--- config.mk ---
export PLATFORM = sky130hd
export DESIGN_NAME = bulb_seq_ctrl_flat
export DESIGN_NICKNAME = d
export VERILOG_FILES = /design/src/rtl/bulb_pkg.sv /design/src/rtl/bulb_seq_ctrl_if.sv /design/src/rtl/btn_nedge.sv /design/src/rtl/bulb_seq_ctrl.sv /design/src/flat_wrapper.sv
export SDC_FILE = /design/constraint.sdc
export NUM_CORES = 1
export LEC_CHECK = 0
export ABC_AREA = 0
export BUFFER_PORTS_ARGS = -buffer_cell sky130_fd_sc_hd__buf_2
export CAP_MARGIN = 20
export CORE_ASPECT_RATIO = 1.4
export CORE_UTILIZATION = 43
export CTS_CLUSTER_SIZE = 25
export DETAILED_ROUTE_END_ITERATION = 12
export GPL_TIMING_DRIVEN = 0
export PLACE_DENSITY = 0.74
export SLEW_MARGIN = 40
export SYNTH_ARGS = -nofsm -noshare
export SYNTH_HDL_FRONTEND = slang
export SYNTH_SLANG_ARGS = --single-unit
--- constraint.sdc ---
create_clock -name clk -period 2.2 [get_ports clk]
set_input_delay 0.55 -clock clk [delete_from_list [all_inputs] [get_ports clk]]
set_output_delay 0.55 -clock clk [all_outputs]
set_load 0.05 [all_outputs]
--- src/rtl/bulb_pkg.sv ---
// Shared encodings and step helpers for the LED chaser sequencer.
package bulb_pkg;

  localparam int TICK_CYC_DEF = 50000000;
  localparam int NUM_BTN      = 4;
  localparam int BTN_RUN      = 0;
  localparam int BTN_STOP     = 1;
  localparam int BTN_MODE     = 2;
  localparam int BTN_SPD      = 3;

  typedef enum logic [1:0] {
    ST_IDLE  = 2'b00,
    ST_RUN   = 2'b01,
    ST_PAUSE = 2'b10
  } state_t;

  typedef enum logic [1:0] {
    PAT_LEFT   = 2'd0,
    PAT_RIGHT  = 2'd1,
    PAT_BOUNCE = 2'd2
  } pat_t;

  // Encoded value is the prescaler right-shift amount.
  typedef enum logic [1:0] {
    SPD_1 = 2'd0,
    SPD_2 = 2'd1,
    SPD_4 = 2'd2
  } spd_t;

  typedef struct packed {
    logic [1:0] pos;
    logic       up;
  } step_t;

  function automatic pat_t pat_next(input pat_t p);
    case (p)
      PAT_LEFT:  return PAT_RIGHT;
      PAT_RIGHT: return PAT_BOUNCE;
      default:   return PAT_LEFT;
    endcase
  endfunction

  function automatic spd_t spd_next(input spd_t s);
    case (s)
      SPD_1:   return SPD_2;
      SPD_2:   return SPD_4;
      default: return SPD_1;
    endcase
  endfunction

  // Bounce reflects at the ends so neither end LED is shown twice in a row.
  function automatic step_t step_pos(input pat_t p, input step_t s);
    step_t r;
    r = s;
    case (p)
      PAT_LEFT:  r.pos = s.pos + 2'd1;
      PAT_RIGHT: r.pos = s.pos - 2'd1;
      default: begin
        if (s.up && s.pos == 2'd3) begin
          r.up  = 1'b0;
          r.pos = 2'd2;
        end else if (!s.up && s.pos == 2'd0) begin
          r.up  = 1'b1;
          r.pos = 2'd1;
        end else begin
          r.pos = s.up ? s.pos + 2'd1 : s.pos - 2'd1;
        end
      end
    endcase
    return r;
  endfunction

endpackage

--- src/rtl/bulb_seq_ctrl_if.sv ---
// Button levels in, LED/state/tick out for the chaser sequencer.
interface bulb_seq_ctrl_if;
  logic       btn_run;
  logic       btn_stop;
  logic       btn_mode;
  logic       btn_spd;
  logic [3:0] ledo;
  logic [1:0] state_o;
  logic       tick_o;

  modport master (
    output btn_run, btn_stop, btn_mode, btn_spd,
    input  ledo, state_o, tick_o
  );

  modport slave (
    input  btn_run, btn_stop, btn_mode, btn_spd,
    output ledo, state_o, tick_o
  );
endinterface

--- src/rtl/btn_nedge.sv ---
// Falling-edge detector for one debounced button level.
module btn_nedge (
  input  logic clk,
  input  logic rset,
  input  logic lvl,
  output logic ev
);
  logic hist;

  // History clears to 0 so a button held low across reset never fires.
  always_ff @(posedge clk or negedge rset) begin
    if (!rset) hist <= 1'b0;
    else       hist <= lvl;
  end

  assign ev = hist & ~lvl;
endmodule

--- src/rtl/bulb_seq_ctrl.sv ---
// Start/pause/stop sequencer with speed prescaler and pattern engine for a 4-LED chaser.
module bulb_seq_ctrl
  import bulb_pkg::*;
#(
  parameter int TICK_CYC = TICK_CYC_DEF,
  parameter int CNT_W    = 32
) (
  input  logic            clk,
  input  logic            rset,
  bulb_seq_ctrl_if.slave  bus
);

  logic [NUM_BTN-1:0] lvl, ev;
  assign lvl = {bus.btn_spd, bus.btn_mode, bus.btn_stop, bus.btn_run};

  btn_nedge u_btn [NUM_BTN-1:0] (
    .clk  (clk),
    .rset (rset),
    .lvl  (lvl),
    .ev   (ev)
  );

  state_t            state, state_d;
  pat_t              pat, pat_d;
  spd_t              spd, spd_d;
  step_t             cur, cur_d;
  logic [CNT_W-1:0]  cnt, cnt_d, period;
  logic              tick;

  assign period = CNT_W'(TICK_CYC) >> spd;

  always_ff @(posedge clk or negedge rset) begin
    if (!rset) begin
      state <= ST_IDLE;
      pat   <= PAT_LEFT;
      spd   <= SPD_1;
      cur   <= '{pos: 2'd0, up: 1'b1};
      cnt   <= '0;
    end else begin
      state <= state_d;
      pat   <= pat_d;
      spd   <= spd_d;
      cur   <= cur_d;
      cnt   <= cnt_d;
    end
  end

  // Stop beats run, and either one swallows mode/speed/tick in that cycle.
  always_comb begin
    state_d = state;
    pat_d   = pat;
    spd_d   = spd;
    cur_d   = cur;
    cnt_d   = cnt;
    tick    = 1'b0;
    if (ev[BTN_STOP]) begin
      state_d = ST_IDLE;
      cnt_d   = '0;
    end else if (ev[BTN_RUN]) begin
      cnt_d = '0;
      case (state)
        ST_IDLE: begin
          state_d   = ST_RUN;
          cur_d.pos = (pat == PAT_RIGHT) ? 2'd3 : 2'd0;
          cur_d.up  = (pat != PAT_RIGHT);
        end
        ST_RUN:  state_d = ST_PAUSE;
        default: state_d = ST_RUN;
      endcase
    end else begin
      if (state == ST_RUN) begin
        if (cnt == period - 1'b1) begin
          tick  = 1'b1;
          cnt_d = '0;
          cur_d = step_pos(pat, cur);
        end else begin
          cnt_d = cnt + 1'b1;
        end
      end else begin
        cnt_d = '0;
      end
      if (ev[BTN_SPD]) begin
        spd_d = spd_next(spd);
        cnt_d = '0;
      end
      // Step above used the old pattern; direction forcing lands on top of it.
      if (ev[BTN_MODE]) begin
        pat_d = pat_next(pat);
        if (state != ST_IDLE) begin
          case (pat_d)
            PAT_LEFT:  cur_d.up = 1'b1;
            PAT_RIGHT: cur_d.up = 1'b0;
            default:   cur_d.up = cur_d.up;
          endcase
        end
      end
    end
  end

  assign bus.ledo    = (state == ST_IDLE) ? 4'b0000 : (4'b0001 << cur.pos);
  assign bus.state_o = state;
  assign bus.tick_o  = tick;

endmodule

--- src/flat_wrapper.sv ---
// flat-port wrapper written by rule: the top's interface ports become plain ports
module bulb_seq_ctrl_flat import bulb_pkg::*;
#(
  parameter int TICK_CYC = TICK_CYC_DEF,
  parameter int CNT_W    = 32
)
  (clk, rset, bus_btn_run, bus_btn_stop, bus_btn_mode, bus_btn_spd, bus_ledo, bus_state_o, bus_tick_o);
  bulb_seq_ctrl_if bus_i ();
  input  logic clk;
  input  logic rset;
  input wire logic [$bits(bus_i.btn_run)-1:0] bus_btn_run;
  input wire logic [$bits(bus_i.btn_stop)-1:0] bus_btn_stop;
  input wire logic [$bits(bus_i.btn_mode)-1:0] bus_btn_mode;
  input wire logic [$bits(bus_i.btn_spd)-1:0] bus_btn_spd;
  output wire logic [$bits(bus_i.ledo)-1:0] bus_ledo;
  output wire logic [$bits(bus_i.state_o)-1:0] bus_state_o;
  output wire logic [$bits(bus_i.tick_o)-1:0] bus_tick_o;
  assign bus_i.btn_run = bus_btn_run;
  assign bus_i.btn_stop = bus_btn_stop;
  assign bus_i.btn_mode = bus_btn_mode;
  assign bus_i.btn_spd = bus_btn_spd;
  assign bus_ledo = bus_i.ledo;
  assign bus_state_o = bus_i.state_o;
  assign bus_tick_o = bus_i.tick_o;
  bulb_seq_ctrl #(.TICK_CYC(TICK_CYC), .CNT_W(CNT_W)) u_core (.clk(clk), .rset(rset), .bus(bus_i));
endmodule
==> flow_metrics.py <==
metrics = {
    "drt": {
        "first_pass_iters": 4,
        "wl_per_cell_um": 14.82,
        "ant_nets": 0,
        "wl_met1_mm": 2.453,
        "met3_length_um": 140,
        "highest-signal-layer": "met4",
        "viasPerCell": 5.567,
        "dr.first_iter.drc_count": 99,
        "routed_wl_mm": 5.885,
        "vias": 2210,
        "drcViolationCount": 0,
        "routed-wl-met2_mm": 3.176,
    },
    "worst_setup_path": {
        "worstPathRequired_ns": 1.65,
        "crit_fanout": 6,
        "critical_path.startpoint_type": "register",
        "cp.arrival_ns": 2.28,
        "critical_path_class": "register to output port",
        "cp-end-kind": "output port",
    },
    "power_and_ir_drop": {
        "p_seq_share_pct": 43.3,
        "p_int_mw": 1.426,
        "power_switching_uw": 737.1,
        "switching_share_pct": 34.07,
        "pwr-share-comb_pct": 33.3,
        "cellLeakagePower_nw": 1.277,
        "total_power_mw": 2.163,
        "pwr-share-clk_pct": 23.4,
        "p_per_area_nw_per_um2": 696.9,
        "vdd_drop_max_uv": 551.8,
    },
    "synthesis": {
        "synth_nets": 301,
        "synth_area_leader_cell": "dfrtp_1",
        "synth_ff_type": "dfrtp_1",
        "ys_warn_count": 0,
        "netlist_instances": 289,
        "ys_ff_latch": 45,
        "syn-cell-area_um2": 2564,
        "avgSynthCellArea_um2": 8.871,
        "synth_top_cell_area_share_pct": 42.95,
        "synth_area_leaders": "dfrtp_1, nor2_1, xor2_1, xnor2_1, nand3_1",
        "ys_types": 45,
        "synth_enable_flop_cells": 0,
        "async_flop_share_pct": 100.0,
        "ys_seq_area_share_pct": 43.97,
    },
    "cts": {
        "cts_tree": "yes",
        "numCtsBuffers": 5,
        "clockRootBuffer": "clkbuf_8",
        "htreeDepth": 2,
        "holdBufCountCts": 0,
        "cts.reportedPaths.clkPinSlew_ns": 0.09,
        "clkSinkCount": 45,
        "clk_path_buf_depth": 2,
        "worstSkewPairLatency_ns": 0.30,
    },
    "floorplanning": {
        "core_area_um2": 5645,
        "ioPinCount": 13,
        "dieArea_um2": 6279,
        "start_util_pct": 45.41,
        "die_y_um": 93.36,
        "chipWidth_um": 67.26,
        "core.rowCount": 32,
    },
    "global_routing": {
        "grt_first_pass_wirelength_mm": 9.867,
        "antenna_found_initial": 0,
        "overflow": 0,
        "grt_max_degree": 46,
        "grt_use_total_pct": 20.62,
        "grt_pass1_vias": 2158,
    },
    "timing": {
        "max_freq_mhz": 353.4,
        "setup_slack_ns": -0.6300,
        "fin_crit_sh_pct": 128.6,
        "hold_viol": 0,
        "max_slew_margin_pct": 56.45,
        "min_period_ns": 2.830,
        "hold-worst-slack_ns": 0.2428,
        "finalMaxSlewViolations": 0,
        "finClkSkew_ns": 0.009487,
        "worst_pin_slew_ns": 0.6479,
        "setup_violations": 36,
        "rsz0062_at_grt": "yes",
        "fin_setup_tns_ns": -11.19,
    },
    "place": {
        "gp_congestion": 0.8347,
        "hpwl_mm": 3.784,
        "port_buffers": 12,
        "pre_cts_ws_ns": -0.4598,
        "post_dp_cell_area_um2": 2746,
    },
    "layout": {
        "nets": 340,
        "final_cell_area_um2": 3104,
        "drive_gt1_share_pct": 20.36,
        "area_growth_pct": 21.08,
        "multi_input_area_um2": 1441,
        "seqCellArea_um2": 1129,
        "num_antenna_cells": 0,
        "fillers": 481,
    },
    "outcome": {
        "violations": "setup timing",
        "status": "finished, violations left",
    },
    "job": {
        "maxCapViolations": 0,
    },
    "hold_path": {
        "hold_class": "input pin to async pin",
    },
}
[final cells by class]
type	count	area share [%]
tap	68	2.741
inverter	8	0.9674
timing repair buffer	32	8.384
multi-input combinational	227	46.43
buffer	9	2.297
sequential	45	36.36
clock buffer	6	2.338
clock inverter	2	0.4837
[per-layer routing]
layer  vias up  global-route usage [%]
li1       1066                       -
met1      1095                   24.16
met2        38                   37.50
met3        11                   3.537
met4         0                   5.319
met5         -                       0
[worst max-delay path: stages (launching register included)]
cell and delay (ns):
dfrtp_1 0.41, nand2_1 0.14, or4_1 0.51, a211oi_2 0.27, o21ai_2 0.17, nor4_4 0.29
buf_6 0.20
[cell families after synthesis]
group / count (synthesis) / share of synthesized area [%]
xor+xnor: 31 / 10.59
fa+ha+maj: 6 / 2.928
simple gates: 151 / 29.62
buf+inv: 17 / 2.733
mux: 3 / 1.318
compound gates: 36 / 8.834
flops: 45 / 43.97
[cells in the final DEF (no fill, tap or decap), drive strengths merged, types with 2 or more instances in the layout]
master,instances
clkbuf,10
or3,2
and3,9
mux2,3
ha,6
nand2b,6
nor2,50
a211oi,2
xnor2,13
nand2,23
nor3,6
nor4,5
inv,8
dfrtp,44
clkinvlp,2
nor2b,10
a31oi,5
buf,37
nand4,6
nand3,18
or4,2
o21ai,12
nand4b,2
and2,5
a21oi,9
xor2,18
[flip-flops by register name, summed over array words and instances (netlist names)]
| signal | count |
|---|---|
| u_core.cur | 3 |
| u_core.pat | 2 |
| u_core.bus.state_o | 2 |
| u_core.u_btn.hist | 4 |
| u_core.cnt | 32 |
| u_core.spd | 2 |
[stage by stage]
| stage | utilization, % | instances |
|---|---|---|
| 2_1_floorplan | - | 289 |
| 3_3_place_gp | 48.60 | 369 |
| 3_5_place_dp | 48.65 | 369 |
| 4_1_cts | 54.34 | 396 |
| 5_1_grt | 54.99 | 397 |
| 6_report | 54.99 | 397 |
[power groups by stage]
| stage | sequential, mW | clock [mW] | combinational, mW |
|---|---|---|---|
| final | 0.937 | 0.507 | 0.720 |
| after global routing | 0.944 | 0.562 | 0.792 |
| after CTS | 0.938 | 0.526 | 0.695 |
| after detailed placement | 0.954 | 0 | 0.580 |
| after global placement | 0.950 | 0 | 0.570 |
| after floorplan | 0.956 | 0 | 0.440 |
[what timing repair did]
item	in CTS	in global routing
pin swaps	15	3
cloned	3	0
endpoints found under the setup margin	36	36
setup buffers	16	1
gates resized for setup	28	7
[worst paths after layout]
kind                       slack (ns)     startpoint                   end  cells after the start
setup reg to reg                -0.58  u_core.spd[1]         u_core.cur[1]                     15
setup / recovery                -0.63  u_core.spd[1]            bus_tick_o                      6
min in group clk                 0.37   bus_btn_mode  u_core.u_btn[2].hist                      1
hold / removal                   0.24           rset        u_core.cnt[12]                      1
max in group asynchronous        1.52           rset        u_core.cnt[22]                      1
hold reg to reg                  0.49  u_core.cnt[0]         u_core.cnt[0]                      1
[synthesized netlist by cell type (all sizes together) (2+ instances only)]
master	number
buf	5
nand3	18
inv	8
nand4b	2
xnor2	13
or4	2
and2	5
or3	2
a211oi	2
ha	6
nand2b	6
nand4	6
xor2	18
a21oi	9
and3	9
nor4	5
a31oi	5
nor2b	10
nand2	23
nor2	50
dfrtp	44
mux2	3
clkbuf	4
nor3	6
o21ai	12
Note: power is estimated with default switching activity, not from simulation.
